`src/rtl/dht11_reader.sv`:
```
// DHT11 single-wire reader: periodic start pulse, 40-bit frame capture, checksum check,
// and a hysteretic over-temperature flag for the downstream controller.
module dht11_reader #(
  parameter int unsigned START_LOW_CYC  = 1_000_000,
  parameter int unsigned BIT_THRESH_CYC = 2_500,
  parameter int unsigned TIMEOUT_CYC    = 10_000,
  parameter int unsigned PERIOD_CYC     = 100_000_000,
  parameter int unsigned TEMP_ON        = 30,
  parameter int unsigned TEMP_OFF       = 28
) (
  input  logic       clk,
  input  logic       rst,
  input  logic       dht_in,
  output logic       dht_oe,
  output logic [7:0] humidity,
  output logic [7:0] temperature,
  output logic       data_valid,
  output logic       crc_err,
  output logic       timeout_err,
  output logic       too_hot,
  output logic       busy
);

  localparam int unsigned TimerMax0 = (START_LOW_CYC > TIMEOUT_CYC) ? START_LOW_CYC : TIMEOUT_CYC;
  localparam int unsigned TimerMax  = (TimerMax0 > BIT_THRESH_CYC) ? TimerMax0 : BIT_THRESH_CYC;
  localparam int unsigned TimerW    = $clog2(TimerMax + 1);
  localparam int unsigned PeriodW   = (PERIOD_CYC > 1) ? $clog2(PERIOD_CYC) : 1;

  localparam logic [2:0] StIdle     = 3'd0;
  localparam logic [2:0] StStartLow = 3'd1;
  localparam logic [2:0] StRelease  = 3'd2;
  localparam logic [2:0] StRespLow  = 3'd3;
  localparam logic [2:0] StRespHigh = 3'd4;
  localparam logic [2:0] StBitLow   = 3'd5;
  localparam logic [2:0] StBitHigh  = 3'd6;
  localparam logic [2:0] StCheck    = 3'd7;

  logic               sync1_q, sync2_q, prev_q;
  logic               rise, fall;
  logic [2:0]         state_q, state_d;
  logic [TimerW-1:0]  timer_q, timer_d;
  logic [PeriodW-1:0] period_q, period_d;
  logic [5:0]         bit_cnt_q, bit_cnt_d;
  logic [39:0]        shift_q, shift_d;
  logic [7:0]         hum_q, hum_d, temp_q, temp_d;
  logic [7:0]         sum;
  logic               valid_q, valid_d;
  logic               crc_q, crc_d;
  logic               tmo_q, tmo_d;
  logic               hot_q, hot_d;
  logic               oe_q, busy_q;
  logic               period_wrap, timeout_hit, in_wait, bit_val;

  assign rise        = sync2_q & ~prev_q;
  assign fall        = ~sync2_q & prev_q;
  assign period_wrap = (period_q == PeriodW'(PERIOD_CYC - 1));
  assign timeout_hit = (timer_q == TimerW'(TIMEOUT_CYC - 1));
  assign in_wait     = (state_q >= StRelease) && (state_q <= StBitHigh);
  // Timer holds (high-phase count - 1) on the falling-edge cycle, so >= is "count > threshold".
  assign bit_val     = (timer_q >= TimerW'(BIT_THRESH_CYC));
  assign sum         = shift_q[39:32] + shift_q[31:24] + shift_q[23:16] + shift_q[15:8];

  always_comb begin
    state_d   = state_q;
    bit_cnt_d = bit_cnt_q;
    shift_d   = shift_q;
    hum_d     = hum_q;
    temp_d    = temp_q;
    valid_d   = 1'b0;
    crc_d     = crc_q;
    tmo_d     = tmo_q;
    hot_d     = hot_q;
    period_d  = period_wrap ? '0 : period_q + PeriodW'(1);

    case (state_q)
      StIdle: begin
        if (period_wrap) begin
          state_d   = StStartLow;
          bit_cnt_d = '0;
          shift_d   = '0;
        end
      end
      StStartLow: if (timer_q == TimerW'(START_LOW_CYC - 1)) state_d = StRelease;
      StRelease:  if (fall) state_d = StRespLow;
      StRespLow:  if (rise) state_d = StRespHigh;
      StRespHigh: if (fall) state_d = StBitLow;
      StBitLow:   if (rise) state_d = StBitHigh;
      StBitHigh: begin
        if (fall) begin
          shift_d   = {shift_q[38:0], bit_val};
          bit_cnt_d = bit_cnt_q + 6'd1;
          state_d   = (bit_cnt_q == 6'd39) ? StCheck : StBitLow;
        end
      end
      StCheck: begin
        state_d = StIdle;
        tmo_d   = 1'b0;
        if (sum == shift_q[7:0]) begin
          hum_d   = shift_q[39:32];
          temp_d  = shift_q[23:16];
          valid_d = 1'b1;
          crc_d   = 1'b0;
          if (shift_q[23:16] >= 8'(TEMP_ON)) begin
            hot_d = 1'b1;
          end else if (shift_q[23:16] <= 8'(TEMP_OFF)) begin
            hot_d = 1'b0;
          end
        end else begin
          crc_d = 1'b1;
        end
      end
      default: state_d = StIdle;
    endcase

    // Wait states only leave on an edge, so "still here" means no edge arrived this cycle.
    if (in_wait && (state_d == state_q) && timeout_hit) begin
      state_d = StIdle;
      tmo_d   = 1'b1;
      crc_d   = 1'b0;
    end

    timer_d = (state_d != state_q || state_q == StIdle) ? '0 : timer_q + TimerW'(1);
  end

  always_ff @(posedge clk) begin
    if (rst) begin
      sync1_q   <= 1'b1;
      sync2_q   <= 1'b1;
      prev_q    <= 1'b1;
      state_q   <= StIdle;
      timer_q   <= '0;
      period_q  <= '0;
      bit_cnt_q <= '0;
      shift_q   <= '0;
      hum_q     <= '0;
      temp_q    <= '0;
      valid_q   <= 1'b0;
      crc_q     <= 1'b0;
      tmo_q     <= 1'b0;
      hot_q     <= 1'b0;
      oe_q      <= 1'b0;
      busy_q    <= 1'b0;
    end else begin
      sync1_q   <= dht_in;
      sync2_q   <= sync1_q;
      prev_q    <= sync2_q;
      state_q   <= state_d;
      timer_q   <= timer_d;
      period_q  <= period_d;
      bit_cnt_q <= bit_cnt_d;
      shift_q   <= shift_d;
      hum_q     <= hum_d;
      temp_q    <= temp_d;
      valid_q   <= valid_d;
      crc_q     <= crc_d;
      tmo_q     <= tmo_d;
      hot_q     <= hot_d;
      oe_q      <= (state_d == StStartLow);
      busy_q    <= (state_d != StIdle);
    end
  end

  assign dht_oe      = oe_q;
  assign humidity    = hum_q;
  assign temperature = temp_q;
  assign data_valid  = valid_q;
  assign crc_err     = crc_q;
  assign timeout_err = tmo_q;
  assign too_hot     = hot_q;
  assign busy        = busy_q;

endmodule

```
`config.mk`:
```
export PLATFORM = sky130hd
export DESIGN_NAME = dht11_reader
export DESIGN_NICKNAME = d
export VERILOG_FILES = /design/src/rtl/dht11_reader.sv
export SDC_FILE = /design/constraint.sdc
export NUM_CORES = 1
export LEC_CHECK = 0
export BUFFER_PORTS_ARGS = -buffer_cell sky130_fd_sc_hd__clkbuf_2
export CORE_MARGIN = 3
export CORE_UTILIZATION = 55
export DETAILED_ROUTE_END_ITERATION = 6
export GPL_TIMING_DRIVEN = 0
export PLACE_DENSITY = 0.75
export SYNTH_ARGS = -nofsm -noshare
export SYNTH_HDL_FRONTEND = slang
export SYNTH_SLANG_ARGS = --single-unit
```
`constraint.sdc`:
```
create_clock -name clk -period 5 [get_ports clk]
set_input_delay 0.25 -clock clk [delete_from_list [all_inputs] [get_ports clk]]
set_output_delay 0.25 -clock clk [all_outputs]
set_load 0.1 [all_outputs]
```
==> flow_summary.yaml <==
cells_and_area:
  n_antenna_cell: 0
  final_cells: 817
  ff_latch_area_um2: 2420
  drive_gt1_share_pct: 10.4
  multi_input_area_um2: 3060
  layout-area-overhead-vs-synth_pct: 15.3
  nFillCells: 837
  finalNetCount: 699
  final_util_pct: 66.4
setup_path:
  crit_top_cell: "fa_1"
  worstSetupPathType: "flop to flop"
  cp_cell_sequence: "fa_1 > fa_1 > ha_1 > inv_1 > fa_1 > nand2b_1 > a21oi_1 > xnor2_1 > or4_1 > nor3_1 > buf_2 > buf_2 > mux2i_1"
  cp.arrival_ns: 4.74
  crit_family: "adder cells"
  cp_num_buf_inv: 3
  cp_slowest_stage_delay_ns: 0.54
  end_kind: "flop"
  required_ns: 5.44
  worst_path_max_delay_cell: "fa_1"
  start_kind: "flop"
  rrSetupSlack_ns: 0.70
  cp_max_fo: 10
synthesis:
  asyncSetResetFlopFracSynth_pct: 0
  synthesis.area_um2: 5730
  synth_nets: 656
  yosysMostFrequentCell: "dfxtp_1"
  synth_top_area_cell: "dfxtp_1"
  syn_inst: 628
  netlist_top_cells_count: "dfxtp_1, nor2_1, a22oi_1"
  synthFlopType: "dfxtp_1"
  synth-edff-count: 0
  synth_area_leaders: "dfxtp_1, nor2_1, a22oi_1"
  ys_types: 55
  yosysWarnings: 0
  avgSynthCellArea_um2: 9.12
  synth-seq-cells: 121
  yosysTopAreaCellShare_pct: 42.3
  ys_seq_area_share_pct: 42.3
outcome:
  status: "complete, no violations"
floorplanning:
  dieWidth_um: 108
  start_util_pct: 57.6
  fp.dieArea_um2: 11700
  core_um2: 9950
  rows: 36
  die_h_um: 108
  ios: 25
timing:
  finalSetupViolations: 0
  relSlewSlack_pct: 58.7
  finalMaxSlewViolations: 0
  tns_ns: 0
  hold_slack_ns: 0.246
  hold_viol_final: 0
  fin_crit_ns: 4.30
  worst_pin_slew_ns: 0.615
  fmax_ghz: 0.232
  finalCritPeriodShare_pct: 86.1
  finClkSkew_ns: 0.00644
  rsz0062_at_grt: "no"
clocking:
  cts_max_level: 4
  cts_made_buffers: 17
  path_clk_slew_ns: 0.06
  tritoncts: "done"
  cts-root-buf: "clkbuf_8"
  clockBufferDepth: 2
  cts_resized: 0
  clock_latency_ns: 0.53
  cts.sinks: 121
power_and_ir_drop:
  power_frac_clock_pct: 54.5
  p_seq_share_pct: 44.0
  switching_share_pct: 19.6
  ir_drop_mv: 0.259
  leakage_nw: 2.43
  comb_power_share_pct: 1.5
  p_switching_w: 0.000432
  power.density_nw_per_um2: 334
  intPower_w: 0.00177
  power.total_w: 0.00220
placement:
  dp_cells: 784
  place_hpwl_mm: 8.85
  io_buffers: 23
  place.gp.congestion: 0.886
drt:
  wire_per_inst_um: 15.0
  dr_total_vias: 4556
  vias_per_cell: 5.58
  ant_nets: 0
  drtPass1Iterations: 5
  drt_wl_total_mm: 12.2
  first_iter_violations: 293
  drc: 0
run:
  cap_viol_max_count: 0
global_routing:
  gr-total-overflow: 0
  grt_pass1_wl_mm: 21.5
  antenna_found_initial: 0
  grt_max_degree: 17
  first_global_vias: 4552
  track_usage_pct: 23.3
worst_hold_path:
  min_path_type: "primary input to flop"
## what timing repair did
item	4_1_cts	5_1_grt
endpoints found under the hold margin	1	0
buffers inserted	0	0
hold buffers	1	0
## cells in the final DEF (no fill, tap or decap), types with 6 or more instances in the layout
cell       netlist  routed
a21oi_1         10      10
a22oi_1         41      41
and3_1           6       6
clkbuf_1        20      23
clkbuf_16        0      16
clkbuf_2         0      23
clkinv_2         0       6
dfxtp_1        121     121
fa_1            14      14
ha_1            11      11
inv_1           27      27
mux2i_1         18      18
nand2_1         20      20
nand2b_1        34      34
nand3_1         22      22
nand4_1         14      14
nor2_1          88      88
nor3_1          39      39
nor4_1           8       8
o21ai_0          6       6
xnor2_1         33      33
xor2_1          30      30
## through the flow
| step | setup WS (ns) | instance area, um^2 |
|---|---|---|
| 5_1_grt | 0.474 | 6610 |
| 6_report | 0.696 | 6610 |
| 3_5_place_dp | 0.795 | 6010 |
| 2_1_floorplan | 1.28 | 5730 |
| 4_1_cts | 0.698 | 6610 |
| 3_3_place_gp | 0.833 | 6010 |
## kinds of logic (layout without fill, tap and decap cells)
| family | Yosys count | count (layout) | synth area share [%] |
|---|---|---|---|
| AOI/OAI and AO/OA | 77 | 77 | 9.70 |
| xor gates and xnor gates | 63 | 63 | 9.63 |
| and+or+nand+nor | 265 | 265 | 23.6 |
| DFF | 121 | 121 | 42.3 |
| adders and majority gates | 25 | 25 | 7.29 |
| muxes | 18 | 18 | 3.14 |
| buffers and inverters | 59 | 115 | 4.32 |
## layer usage
layer | vias up | share of wire (%) | global-route usage, %
li1 | 2259 | - | -
met1 | 2194 | 44 | 27.6
met2 | 85 | 51 | 40.9
met3 | 18 | 3.6 | 5.73
met4 | 0 | 2.0 | 9.02
met5 | - | 0 | 0
## final cells by class
cell class	count	share of cell area, %
Buffer	32	2.22
Clock buffer	23	7.06
Clock inverter	9	1.82
Inverter	27	1.53
Multi-Input combinational cell	448	46.3
Sequential cell	121	36.7
Tap cell	133	2.52
Timing Repair Buffer	24	1.89
## state kept, by name, indices dropped and copies added (netlist names)
register / cells
shift_q: 40
period_q: 27
timer_q: 20
humidity: 8
temperature: 8
bit_cnt_q: 6
state_q: 3
busy: 1
crc_err: 1
data_valid: 1
dht_oe: 1
prev_q: 1
sync1_q: 1
sync2_q: 1
timeout_err: 1
too_hot: 1
## power by group through the flow
stage | Clock, W | Combinational (W) | Sequential (W)
after global routing | 0.00126 | 0.0000362 | 0.000970
after CTS | 0.00122 | 0.0000329 | 0.000970
after floorplan | 0 | 0.0000238 | 0.000990
after detailed placement | 0 | 0.0000320 | 0.000991
after global placement | 0 | 0.0000314 | 0.000991
final | 0.00120 | 0.0000327 | 0.000970
## path summary, 6_finish.rpt
check                     end   startpoint  depth (start not counted)
setup / recovery  humidity[3]  shift_q[17]                         13
hold / removal    shift_q[32]          rst                          3
setup reg to reg  humidity[3]  shift_q[17]                         13
hold reg to reg       sync2_q      sync1_q                          1
## worst min-delay path, delay by kind of cell
kind                   cells  cell delay, ns
buffers and inverters      2            0.34
AND/OR/NAND/NOR            1            0.14
Power figures use the tool's default switching activity.
